`src/rtl/video_stream_aligner_pkg.sv`:
```
// Shared types and helpers for the camera/SD-card frame aligner.
// Latency: n/a (types, constants and pure functions only).
// Backpressure: n/a.
package video_stream_aligner_pkg;

    localparam int DATA_W_DEF = 16;   // RGB565 pixel
    localparam int CNT_W_DEF  = 17;   // holds 320*240 with headroom
    localparam int RESYNC_W   = 8;

    // Top-level alignment state: hunting for a common sop, or pairing beats.
    typedef enum logic {
        ST_SEEK = 1'b0,
        ST_RUN  = 1'b1
    } state_e;

    // What the two stream heads look like relative to each other on a pairing cycle.
    typedef enum logic [1:0] {
        HC_PAIR     = 2'd0,   // framing agrees: ordinary paired beat
        HC_EOP_SKEW = 2'd1,   // framing lost with both heads still in the same frame
        HC_SOP_SKEW = 2'd2    // one stream already started a new frame
    } head_class_e;

    // Exactly-one-sop outranks an eop mismatch because the sop head must be
    // kept for the relock; a frame whose first beat has no sop on either side
    // is just as broken as an eop mismatch.
    function automatic head_class_e classify_heads(
        input logic cam_sop,
        input logic cam_eop,
        input logic sd_sop,
        input logic sd_eop,
        input logic first_beat
    );
        head_class_e cls;
        cls = HC_PAIR;
        if (cam_sop != sd_sop) begin
            cls = HC_SOP_SKEW;
        end else if (first_beat && !cam_sop) begin
            cls = HC_EOP_SKEW;
        end else if (cam_eop != sd_eop) begin
            cls = HC_EOP_SKEW;
        end
        return cls;
    endfunction

    function automatic logic [RESYNC_W-1:0] sat_inc_resync(input logic [RESYNC_W-1:0] v);
        return (&v) ? v : v + {{(RESYNC_W-1){1'b0}}, 1'b1};
    endfunction

endpackage

```
`src/rtl/video_stream_aligner_out_reg.sv`:
```
// One-entry registered valid/ready source stage carrying the paired beat payload.
// Latency: 1 cycle from load_i to valid_o/payload_o.
// Backpressure: accepts a new load only when empty or the held beat is taken this cycle; holds otherwise.
module video_stream_aligner_out_reg #(
    parameter int PAYLOAD_W = 34
) (
    input  logic                 clk,
    input  logic                 reset,
    input  logic                 load_i,
    input  logic [PAYLOAD_W-1:0] payload_i,
    input  logic                 ready_i,
    output logic                 can_load_o,
    output logic                 valid_o,
    output logic [PAYLOAD_W-1:0] payload_o
);

    logic                 valid_q;
    logic                 valid_d;
    logic [PAYLOAD_W-1:0] payload_q;
    logic [PAYLOAD_W-1:0] payload_d;

    assign can_load_o = ~valid_q | ready_i;

    // Next-state: refill (or empty) only when the slot is free this cycle.
    always_comb begin
        valid_d   = valid_q;
        payload_d = payload_q;
        if (can_load_o) begin
            valid_d = load_i;
            if (load_i) begin
                payload_d = payload_i;
            end
        end
    end

    // Register stage; reset discards whatever beat was held.
    always_ff @(posedge clk) begin
        if (reset) begin
            valid_q   <= 1'b0;
            payload_q <= '0;
        end else begin
            valid_q   <= valid_d;
            payload_q <= payload_d;
        end
    end

    assign valid_o   = valid_q;
    assign payload_o = payload_q;

endmodule

```
`src/rtl/video_stream_aligner.sv`:
```
// Locks camera and SD-card video streams to a common frame boundary and emits paired beats.
// Latency: 1 cycle from both input heads to the registered source outputs.
// Backpressure: both sinks stall while the output register is full and not being drained.
module video_stream_aligner
    import video_stream_aligner_pkg::*;
#(
    parameter int DATA_W = DATA_W_DEF,
    parameter int CNT_W  = CNT_W_DEF
) (
    input  logic                clk,
    input  logic                reset,
    input  logic                camera_valid_in,
    output logic                camera_ready_out,
    input  logic [DATA_W-1:0]   camera_data_in,
    input  logic                camera_startofpacket_in,
    input  logic                camera_endofpacket_in,
    input  logic                sdcard_valid_in,
    output logic                sdcard_ready_out,
    input  logic [DATA_W-1:0]   sdcard_data_in,
    input  logic                sdcard_startofpacket_in,
    input  logic                sdcard_endofpacket_in,
    output logic                source_valid_out,
    input  logic                source_ready_in,
    output logic [DATA_W-1:0]   source_camera_data_out,
    output logic [DATA_W-1:0]   source_sdcard_data_out,
    output logic                source_startofpacket_out,
    output logic                source_endofpacket_out,
    output logic                locked,
    output logic [RESYNC_W-1:0] resync_count,
    output logic [CNT_W-1:0]    last_frame_len
);

    localparam int PAYLOAD_W = 2 * DATA_W + 2;
    localparam logic [CNT_W-1:0] CNT_ONE = {{(CNT_W-1){1'b0}}, 1'b1};

    state_e                state_q;
    state_e                state_d;
    logic                  locked_q;
    logic [CNT_W-1:0]      beat_cnt_q;
    logic [CNT_W-1:0]      beat_cnt_d;
    logic [CNT_W-1:0]      beat_cnt_inc;
    logic [CNT_W-1:0]      last_len_q;
    logic [CNT_W-1:0]      last_len_d;
    logic [RESYNC_W-1:0]   resync_q;
    logic [RESYNC_W-1:0]   resync_d;

    logic                  can_load;
    logic                  cam_at_sop;
    logic                  sd_at_sop;
    logic                  seek_lock;
    logic                  first_beat;
    logic                  fire;
    logic                  resync_evt;
    logic                  out_sop;
    logic                  out_eop;
    head_class_e           head_class;
    logic [PAYLOAD_W-1:0]  pair_payload;
    logic [PAYLOAD_W-1:0]  src_payload;

    assign cam_at_sop = camera_valid_in & camera_startofpacket_in;
    assign sd_at_sop  = sdcard_valid_in & sdcard_startofpacket_in;
    assign seek_lock  = cam_at_sop & sd_at_sop;

    // The counter is cleared at every frame end and on relock, so zero marks the first beat.
    assign first_beat   = (beat_cnt_q == '0);
    assign beat_cnt_inc = (&beat_cnt_q) ? beat_cnt_q : beat_cnt_q + CNT_ONE;

    assign fire = (state_q == ST_RUN) & camera_valid_in & sdcard_valid_in & can_load;

    assign head_class = classify_heads(camera_startofpacket_in, camera_endofpacket_in,
                                       sdcard_startofpacket_in, sdcard_endofpacket_in,
                                       first_beat);
    assign resync_evt = (head_class != HC_PAIR);

    // A resync beat always closes the frame so downstream never sees an open packet.
    assign out_sop = camera_startofpacket_in & sdcard_startofpacket_in;
    assign out_eop = camera_endofpacket_in | sdcard_endofpacket_in | resync_evt;

    assign pair_payload = {out_sop, out_eop, camera_data_in, sdcard_data_in};

    // Sink handshakes: in SEEK drop until each head sits on sop; in RUN consume
    // only on a firing cycle, keeping a lone sop head for the next relock.
    always_comb begin
        camera_ready_out = 1'b0;
        sdcard_ready_out = 1'b0;
        if (state_q == ST_SEEK) begin
            camera_ready_out = ~cam_at_sop;
            sdcard_ready_out = ~sd_at_sop;
        end else if (fire) begin
            camera_ready_out = ~((head_class == HC_SOP_SKEW) & camera_startofpacket_in);
            sdcard_ready_out = ~((head_class == HC_SOP_SKEW) & sdcard_startofpacket_in);
        end
    end

    // FSM and counter next-state: frame length captured on every closing beat.
    always_comb begin
        state_d    = state_q;
        beat_cnt_d = beat_cnt_q;
        last_len_d = last_len_q;
        resync_d   = resync_q;
        case (state_q)
            ST_SEEK: begin
                if (seek_lock) begin
                    state_d = ST_RUN;
                end
            end
            ST_RUN: begin
                if (fire) begin
                    if (out_eop) begin
                        last_len_d = beat_cnt_inc;
                        beat_cnt_d = '0;
                    end else begin
                        beat_cnt_d = beat_cnt_inc;
                    end
                    if (resync_evt) begin
                        state_d  = ST_SEEK;
                        resync_d = sat_inc_resync(resync_q);
                    end
                end
            end
            default: state_d = ST_SEEK;
        endcase
    end

    // State, counters and the registered lock flag.
    always_ff @(posedge clk) begin
        if (reset) begin
            state_q    <= ST_SEEK;
            locked_q   <= 1'b0;
            beat_cnt_q <= '0;
            last_len_q <= '0;
            resync_q   <= '0;
        end else begin
            state_q    <= state_d;
            locked_q   <= (state_d == ST_RUN);
            beat_cnt_q <= beat_cnt_d;
            last_len_q <= last_len_d;
            resync_q   <= resync_d;
        end
    end

    video_stream_aligner_out_reg #(
        .PAYLOAD_W (PAYLOAD_W)
    ) u_out_reg (
        .clk        (clk),
        .reset      (reset),
        .load_i     (fire),
        .payload_i  (pair_payload),
        .ready_i    (source_ready_in),
        .can_load_o (can_load),
        .valid_o    (source_valid_out),
        .payload_o  (src_payload)
    );

    assign source_startofpacket_out = src_payload[PAYLOAD_W-1];
    assign source_endofpacket_out   = src_payload[PAYLOAD_W-2];
    assign source_camera_data_out   = src_payload[2*DATA_W-1:DATA_W];
    assign source_sdcard_data_out   = src_payload[DATA_W-1:0];

    assign locked         = locked_q;
    assign resync_count   = resync_q;
    assign last_frame_len = last_len_q;

endmodule
```
`config.mk`:
```
export PLATFORM = sky130hd
export DESIGN_NAME = video_stream_aligner
export DESIGN_NICKNAME = d
export VERILOG_FILES = /design/src/rtl/video_stream_aligner_pkg.sv /design/src/rtl/video_stream_aligner_out_reg.sv /design/src/rtl/video_stream_aligner.sv
export SDC_FILE = /design/constraint.sdc
export NUM_CORES = 1
export LEC_CHECK = 0
export CAP_MARGIN = 20
export CORE_UTILIZATION = 48
export CTS_BUF_LIST = sky130_fd_sc_hd__clkbuf_16
export DETAILED_ROUTE_END_ITERATION = 7
export PLACE_DENSITY = 0.8
export SETUP_SLACK_MARGIN = 0.3
export SYNTH_ARGS = -nofsm -noshare
export SYNTH_HDL_FRONTEND = slang
export SYNTH_SLANG_ARGS = --single-unit
```
`constraint.sdc`:
```
create_clock -name clk -period 2.55 [get_ports clk]
set_clock_uncertainty 0.05 [all_clocks]
set_input_delay 0.255 -clock clk [delete_from_list [all_inputs] [get_ports clk]]
set_output_delay 0.255 -clock clk [all_outputs]
set_load 0.02 [all_outputs]
```
======== Word level (Yosys, flattened, before mapping) ========
Index checks and enable logic that the tools add are counted.
storage, ports and cells
  register bits after elaboration ......... 78
  latch bits .............................. 0
  bits in writable memories ............... 0
  memory bits (read-only) ................. 0
  output and inout port bits .............. 63
  memories ................................ 0
operators by class
  add/subtract/negate cells ............... 2
  $mul .................................... 0
  divide/modulo/power cells ............... 0
  order comparisons ....................... 0
  equality and inequality tests ........... 3
  shift operators ......................... 0
  muxes and demuxes ....................... 13
  bitwise gates (word level) .............. 19
  reduce and logical (&&, ||, !) cells .... 10
operator list
  kind                   number
  $mux 17                2
  $add 17x1->17 const B  1
  $logic_not 17->1       1
  $reduce_and 17->1      1
  $and 1x1->1            9
  $mux 1                 9
  $add 8x1->8 const B    1
  $reduce_and 8->1       1
  $not 1->1              7
  $reduce_and 2->1       2
  $reduce_and 4->1       1
  $or 1x1->1             3
  $reduce_and 3->1       1
  $eq 2x2->1 const B     1
  $mux 2                 1
  $ne 1x1->1             2
  $pmux 1 s2             1
  $reduce_bool 2->1      1
  $logic_and 1x1->1      1
  $logic_not 1->1        1

======== Logic depth before layout (Yosys ltp) ========
Gate-level depths: netlist of the first run.
  word-level depth ........................ 9
  depth in mapped cells ................... 9
  gate-level depth less buffers ........... 7

======== By module ========
Synthesis of the first run repeated with hierarchy kept, for this count alone.
unflattened totals
  cell total of the unflattened synthesis .. 453
  area, all modules ....................... 4110.2 um2
modules (own cells, without submodules)
  module                        times used  cells an instance  area each (um2)
  video_stream_aligner          1           293                2451.1
  video_stream_aligner_out_reg  1           160                1659.1

======== Least setup slack after synthesis of the first run ========
Ideal clock, no wire load.
  path type ............................... flip-flop to output port
  start ................................... register locked (netlist name)
  end ..................................... output port camera_ready_out
  arrival time ............................ 1.801 ns
  path slack .............................. 0.444 ns
  cell stages (with the launch flop) ...... 7
  buffers on the path ..................... 3
  cell sequence ........................... dfxtp_1 nand3_1 nand2b_1 clkbuf_8 clkbuf_8 clkbuf_1 o21ai_0
RTL lines
  item           line                        text
  end, declared  video_stream_aligner.sv:13  output logic camera_ready_out,

======== Final worst setup path of the first run ========
  start ................................... register beat_cnt_q[0]
  end ..................................... register resync_q[7] (netlist: resync_count[7])
between the ends
  longest elaborated chain between the ends .. 6
RTL lines
  item                        line                            text
  start, declared             video_stream_aligner.sv:39      logic [CNT_W-1:0] beat_cnt_q;
  start signal, assigned      video_stream_aligner.sv:136     beat_cnt_q <= beat_cnt_d;
  $logic_not 17->1            video_stream_aligner.sv:65      assign first_beat = (beat_cnt_q == '0);
  $logic_and 1x1->1           video_stream_aligner_pkg.sv:37  end else if (first_beat && !cam_sop) begin
  $mux 1                      video_stream_aligner_pkg.sv:37
  $mux 2                      video_stream_aligner_pkg.sv:35  if (cam_sop != sd_sop) begin
  $reduce_bool 2->1           video_stream_aligner.sv:73      assign resync_evt = (head_class != HC_PAIR);
  $reduce_and 4->1 (no line)  --
  end signal, assigned        video_stream_aligner.sv:138     resync_q <= resync_d;
  end, declared               video_stream_aligner.sv:44      logic [RESYNC_W-1:0] resync_q;
No other way between the ends.
A chain may end at the register's enable or synchronous reset.

==> results of run 1 <==
[cell families after synthesis]
family,Yosys count,share of synthesized area (%)
adder cells (fa/ha/maj),7,2.35
XOR/XNOR,7,1.65
buffers and inverters,49,8.47
AND/OR/NAND/NOR,184,24.4
AO/OA/AOI/OAI,128,20.0
flip-flops,78,41.9
multiplexers,4,1.18
[path summary, 6_finish.rpt]
kind	from	slack [ps]	endpoint
worst max-delay path	beat_cnt_q[0]	410	resync_count[7]
worst min-delay path	u_out_reg.payload_o[14]	400	u_out_reg.payload_o[14]
worst max register to register	beat_cnt_q[0]	410	resync_count[7]
worst min register to register	u_out_reg.payload_o[14]	400	u_out_reg.payload_o[14]
[cell type report]
cell class	count	area (µm²)	area share, %
flip-flops and latches	78	1560	30.7
well taps	99	124	2.44
clock buffers	9	225	4.43
inverters	11	41.3	0.813
clock inverters	7	88.8	1.75
repair buffers	117	1140	22.5
multi-input cells	330	1900	37.4
[stage by stage]
step	instance area, µm²	utilization (%)	std cells
floorplan	3720	-	457
global placement	4730	64.2	635
detailed placement	4730	64.2	635
CTS	5050	68.5	651
global route	5080	68.9	651
finish	5080	68.9	651
[sequential cells by signal, summed over array words and instances, names as in the netlist]
| name | cells |
|---|---|
| beat_cnt_q | 17 |
| u_out_reg.valid_o | 1 |
| locked | 1 |
| u_out_reg.payload_o | 34 |
| last_frame_len | 17 |
| resync_count | 8 |
[layer usage]
layer	routed length (µm)	global-route usage [%]
met5	0	0
met4	168	9.95
met3	836	9.05
met2	4780	42.5
met1	4140	29.8
[power groups by stage]
stage	combinational (mW)	clock, mW	sequential [mW]
after CTS	0.169	1.36	1.23
final	0.169	1.35	1.23
after floorplan	0.0589	0	1.27
after detailed placement	0.168	0	1.26
after global routing	0.183	1.42	1.23
after global placement	0.167	0	1.26
[Yosys cell counts, types with 2 or more instances]
| cell type | instances | share of area, % |
|---|---|---|
| sky130_fd_sc_hd__buf_4 | 3 | 0.60 |
| sky130_fd_sc_hd__or3_1 | 3 | 0.50 |
| sky130_fd_sc_hd__xnor2_1 | 6 | 1.4 |
| sky130_fd_sc_hd__o32ai_1 | 2 | 0.47 |
| sky130_fd_sc_hd__nor3_1 | 15 | 2.0 |
| sky130_fd_sc_hd__a211oi_1 | 3 | 0.60 |
| sky130_fd_sc_hd__a21oi_1 | 78 | 10 |
| sky130_fd_sc_hd__clkbuf_8 | 6 | 2.2 |
| sky130_fd_sc_hd__o31ai_1 | 2 | 0.40 |
| sky130_fd_sc_hd__nand3_1 | 26 | 3.5 |
| sky130_fd_sc_hd__o21ai_0 | 18 | 2.4 |
| sky130_fd_sc_hd__a311oi_1 | 4 | 0.94 |
| sky130_fd_sc_hd__or4_1 | 3 | 0.60 |
| sky130_fd_sc_hd__a31oi_1 | 2 | 0.34 |
| sky130_fd_sc_hd__nor2b_1 | 2 | 0.34 |
| sky130_fd_sc_hd__dfxtp_1 | 78 | 42 |
| sky130_fd_sc_hd__nor2_1 | 10 | 1.0 |
| sky130_fd_sc_hd__nand2_1 | 90 | 9.1 |
| sky130_fd_sc_hd__buf_2 | 4 | 0.54 |
| sky130_fd_sc_hd__or2_2 | 2 | 0.34 |
| sky130_fd_sc_hd__buf_6 | 7 | 2.1 |
| sky130_fd_sc_hd__mux2_2 | 3 | 0.91 |
| sky130_fd_sc_hd__a41oi_1 | 2 | 0.47 |
| sky130_fd_sc_hd__inv_1 | 11 | 1.1 |
| sky130_fd_sc_hd__nor4_2 | 2 | 0.67 |
| sky130_fd_sc_hd__clkbuf_1 | 16 | 1.6 |
| sky130_fd_sc_hd__nand4_1 | 6 | 1.0 |
| sky130_fd_sc_hd__and3_1 | 5 | 0.84 |
| sky130_fd_sc_hd__ha_1 | 7 | 2.4 |
| sky130_fd_sc_hd__clkbuf_2 | 2 | 0.27 |
| sky130_fd_sc_hd__nand2b_1 | 2 | 0.34 |
| sky130_fd_sc_hd__a21o_1 | 4 | 0.81 |
| sky130_fd_sc_hd__nor4_1 | 10 | 1.7 |
[worst register-to-register path, cell delays in order (launching register included)]
cell	delay, ps
sky130_fd_sc_hd__dfxtp_1	370
sky130_fd_sc_hd__inv_1	110
sky130_fd_sc_hd__ha_1	150
sky130_fd_sc_hd__nor4b_2	290
sky130_fd_sc_hd__and3_1	290
sky130_fd_sc_hd__a21oi_4	130
sky130_fd_sc_hd__or4_1	530
sky130_fd_sc_hd__a21oi_1	140
[what timing repair did]
action / 4_1_cts / 5_1_grt
hold buffers: 0 / 0
cloned: 0 / 0
setup endpoints to repair: 14 / 18
gates resized for setup: 4 / 6
==> impl_metrics.ini, run 1 <==
[drt]
routed_via_density = 5.74
drtIter0Drc = 326
ant_nets = 0
average_wire_per_cell_in_the_routed_design_um = 15.2
route.detailed.drc = 0
drt_first_pass_iters = 6
totalWireLength_um = 9920
num_vias = 3738

[run_status]
run_status = finished clean

[setup_path]
critical_path_peak_fanout = 13
cp-start-kind = flop
path_length_in_cells_of_the_critical_path = 7
cp_data_required_time_ps = 2770
critical_path_class = flop to flop
slowest_delay_ps = 530
crit_slowest_cell = sky130_fd_sc_hd__or4_1
cp.arrival_ps = 2350
crit_buf_inv = 1
path_delay_family = simple AND/OR/NAND/NOR gates
crit_path_cell_trace = inv_1 > ha_1 > nor4b_2 > and3_1 > a21oi_4 > or4_1 > a21oi_1
critical_path.endpoint_type = flop
reg2regPathDepth = 7

[grt]
overflow = 0
grt.total_usage_pct = 25.5
grt_antenna_before_repair = 0
grt_max_degree = 39
grt_pass1_wl_um = 16900
number_of_global_route_vias_before_repair = 3662

[sta]
setup_total_negative_slack_ps = 0
timing_worst_slew_pin_value_ps = 687
rsz0062_at_grt = yes
timing.final.crit_share_pct = 83.8
report.final.setup_viol = 0
hold_slack_ps = 403
fmax_mhz = 468
worst_slew_margin_relative_to_its_limit_pct = 54.2
post-route-worst-setup-slack_ps = 413
timing_hold_violations_final = 0
timing_max_transition_violations_final = 0
period_minus_slack_ps = 2140

[power]
pwr-share-comb_pct = 6.2
power.total_mw = 2.75
power_density_mw_per_mm2 = 541
power_switching_uw = 581
switching_part_of_the_total_power_pct = 21.1
irDropWorstVdd_mv = 0.370
leakage_nw = 1.72
clock_power_share_pct = 49.0
sequentialPowerShare_pct = 44.8
p_int_mw = 2.17

[die]
chipHeight_um = 90.1
dieWidth_um = 90.1
io_pins = 104
core_region_area_mm2 = 0.00737
die_area_mm2 = 0.00812
std_cell_rows = 31
initial_utilization_pct = 50.5

[yosys]
synth-edff-count = 0
syn-cell-area_mm2 = 0.00372
ys.flop_type = sky130_fd_sc_hd__dfxtp_1
post_synth_net_total = 505
netlist-cell-type-count = 56
async_flop_share_pct = 0
syn-mean-instance-area_um2 = 8.15
synth.ff_latch_count = 78
yosysWarningCount = 0
synth_seq_area_share_pct = 41.9
postSynthCellCount = 457

[layout]
layout.cells.most_common_list = sky130_fd_sc_hd__clkdlybuf4s50_1, sky130_fd_sc_hd__nand2_1, sky130_fd_sc_hd__dfxtp_1, sky130_fd_sc_hd__a21oi_1, sky130_fd_sc_hd__nand3_1
syn_to_final_growth_pct = 36.4
nNetsFinal = 595
share_of_cells_above_drive_strength_1_pct = 9.42
filler_cell_count = 632
layout.cells.most_common = sky130_fd_sc_hd__clkdlybuf4s50_1
n_antenna_cell = 0

[clocking]
post-cts-setup-buffer-count = 0
cts_tree = done
clk_root_buffer_cell = sky130_fd_sc_hd__clkbuf_16
htree_num_levels = 3
clock_sinks = 78
worstSkewPairLatency_ps = 340
tritoncts.num_buffers = 9
clock_path_buffers = 2
cts.reportedPaths.clkPinSlew_ps = 60

[min_path]
hold-path-cell-count = 2
timing.hold.worst.class = flop to flop

[placement]
place_hpwl_um = 6670
final_weighted_congestion_in_routability_driven_placement = 0.818
port_buffers = 103
place_ws_ps = 64.1

[flow_run]
cap_viol_max_count = 0
(Power assumes the default switching activity.)
==> run 2, diff against run 1 <==
clock period = 2.1 ns   (was 2.55 ns; I/O delays follow)
==> impl_metrics.ini, run 2 (synthesized netlist as in run 1, its figures left out) <==
[drt]
routed_via_density = 5.90
totalWireLength_um = 12600
average_wire_per_cell_in_the_routed_design_um = 18.2
num_vias = 4097
drt_first_pass_iters = 5
route.detailed.drc = 0
drtIter0Drc = 366
ant_nets = 0

[setup_path]
crit_path_cell_trace = inv_2 > ha_4 > nor4b_4 > nand3_2 > buf_6 > o211ai_4 > buf_12 > buf_16 > o211ai_1 > a21oi_1
critical_path.endpoint_type = flop
cp-start-kind = flop
path_delay_family = buffers and inverters
cp_data_required_time_ps = 2320
critical_path_peak_fanout = 7
crit_slowest_cell = sky130_fd_sc_hd__dfxtp_2
cp.arrival_ps = 2200
slowest_delay_ps = 330
critical_path_class = flop to flop
crit_buf_inv = 4

[clocking]
cts_tree = done
worstSkewPairLatency_ps = 350
clock_sinks = 78
htree_num_levels = 3
clk_root_buffer_cell = sky130_fd_sc_hd__clkbuf_16
clock_path_buffers = 2
cts_hold_buf = 0
cts.reportedPaths.clkPinSlew_ps = 70
tritoncts.num_buffers = 9

[layout]
final_core_util_pct = 80.0
multi_input_comb_area_mm2 = 0.00219
filler_cell_count = 454
syn_to_final_growth_pct = 58.3
nNetsFinal = 638
layout.cells.most_common = sky130_fd_sc_hd__clkdlybuf4s50_1
largest_register_ffs = 34
layout.cells.most_common_list = sky130_fd_sc_hd__clkdlybuf4s50_1, sky130_fd_sc_hd__nand2_1, sky130_fd_sc_hd__a21oi_1, sky130_fd_sc_hd__dfxtp_1, sky130_fd_sc_hd__buf_4
final_cells = 694
n_antenna_cell = 0
register_area_mm2 = 0.00158
share_of_cells_above_drive_strength_1_pct = 26.2

[power]
power_density_mw_per_mm2 = 625
leakage_nw = 2.10
irDropWorstVdd_mv = 0.474

[die]
chipHeight_um = 90.1
std_cell_rows = 31
dieWidth_um = 90.1
initial_utilization_pct = 50.5
core_region_area_mm2 = 0.00737
io_pins = 104
die_area_mm2 = 0.00812

[grt]
grt.total_usage_pct = 29.5
grt_max_degree = 36
overflow = 0
grt_pass1_wl_um = 19300
grt_antenna_before_repair = 0
number_of_global_route_vias_before_repair = 4015

[sta]
timing.final.crit_share_pct = 94.5
setup_total_negative_slack_ps = 0
post-route-worst-setup-slack_ps = 115
rsz0062_at_grt = yes
fmax_mhz = 504
hold_slack_ps = 330
period_minus_slack_ps = 1980
timing_max_transition_violations_final = 0
worst_slew_margin_relative_to_its_limit_pct = 61.6
timing_hold_violations_final = 0
report.final.setup_viol = 0
timing_worst_slew_pin_value_ps = 575

[placement]
place_ws_ps = -325
placedCellCount = 660
port_buffers = 103
final_weighted_congestion_in_routability_driven_placement = 0.922
place_hpwl_um = 7190

[min_path]
timing.hold.worst.class = input port to flop

[flow_run]
cap_viol_max_count = 0

[run_status]
run_status = finished clean
## run 2: cell count changes in the layout (fill, tap and decap cells not counted), moves of 3 or more
cell	before	now
sky130_fd_sc_hd__buf_4	13	40
sky130_fd_sc_hd__dfxtp_1	78	64
sky130_fd_sc_hd__dfxtp_2	0	13
sky130_fd_sc_hd__a21oi_1	77	65
sky130_fd_sc_hd__a21oi_2	1	13
sky130_fd_sc_hd__nand3_1	25	15
sky130_fd_sc_hd__buf_6	0	9
sky130_fd_sc_hd__nand3_2	2	9
sky130_fd_sc_hd__nor4_1	9	2
sky130_fd_sc_hd__buf_12	1	6
sky130_fd_sc_hd__nor4_2	2	6
sky130_fd_sc_hd__nand3_4	0	3
sky130_fd_sc_hd__nor2_1	8	5
sky130_fd_sc_hd__nor4_4	1	4
## run 2: per-stage QoR
step	instance area [µm²]	total power [mW]
after floorplan	3760	1.61
after global placement	4980	1.74
after detailed placement	4980	1.75
after CTS	5700	3.69
after global routing	5900	3.79
final	5900	3.69
## run 2: per-layer routing
layer / vias up / GRT usage (%) / part of all wire [%]
li1: 1893 / - / -
met1: 1926 / 32.7 / 38
met2: 232 / 50.4 / 50
met3: 46 / 8.63 / 8.4
met4: 0 / 16.3 / 3.8
met5: - / 0 / 0
## run 2: path summary, 6_finish.rpt
kind	startpoint	endpoint	slack, ps	depth (start not counted)
min reg2reg	u_out_reg.payload_o[25]	u_out_reg.payload_o[25]	400	2
max	beat_cnt_q[0]	last_frame_len[0]	120	10
max reg2reg	beat_cnt_q[0]	last_frame_len[0]	120	10
min	reset	resync_count[3]	330	2
## run 2: area by class of cell
cell class | count | area share (%)
sequential | 78 | 26.8
timing repair buffer | 160 | 26.9
clock buffer | 9 | 3.82
clock inverter | 7 | 2.46
tap | 99 | 2.10
multi-input combinational | 330 | 37.2
inverter | 11 | 0.700
## run 2: power by group
part | total (mW) | internal, mW | switching, mW
combinational | 0.243 | 0.131 | 0.113
clock | 1.95 | 1.29 | 0.663
sequential | 1.49 | 1.49 | 0.00617
## run 2: what timing repair did
action | in CTS | in global routing
setup endpoints to repair | 43 | 67
cloned | 1 | 0
gates resized for setup | 52 | 41
pin swaps | 41 | 22
buffers inserted | 13 | 4
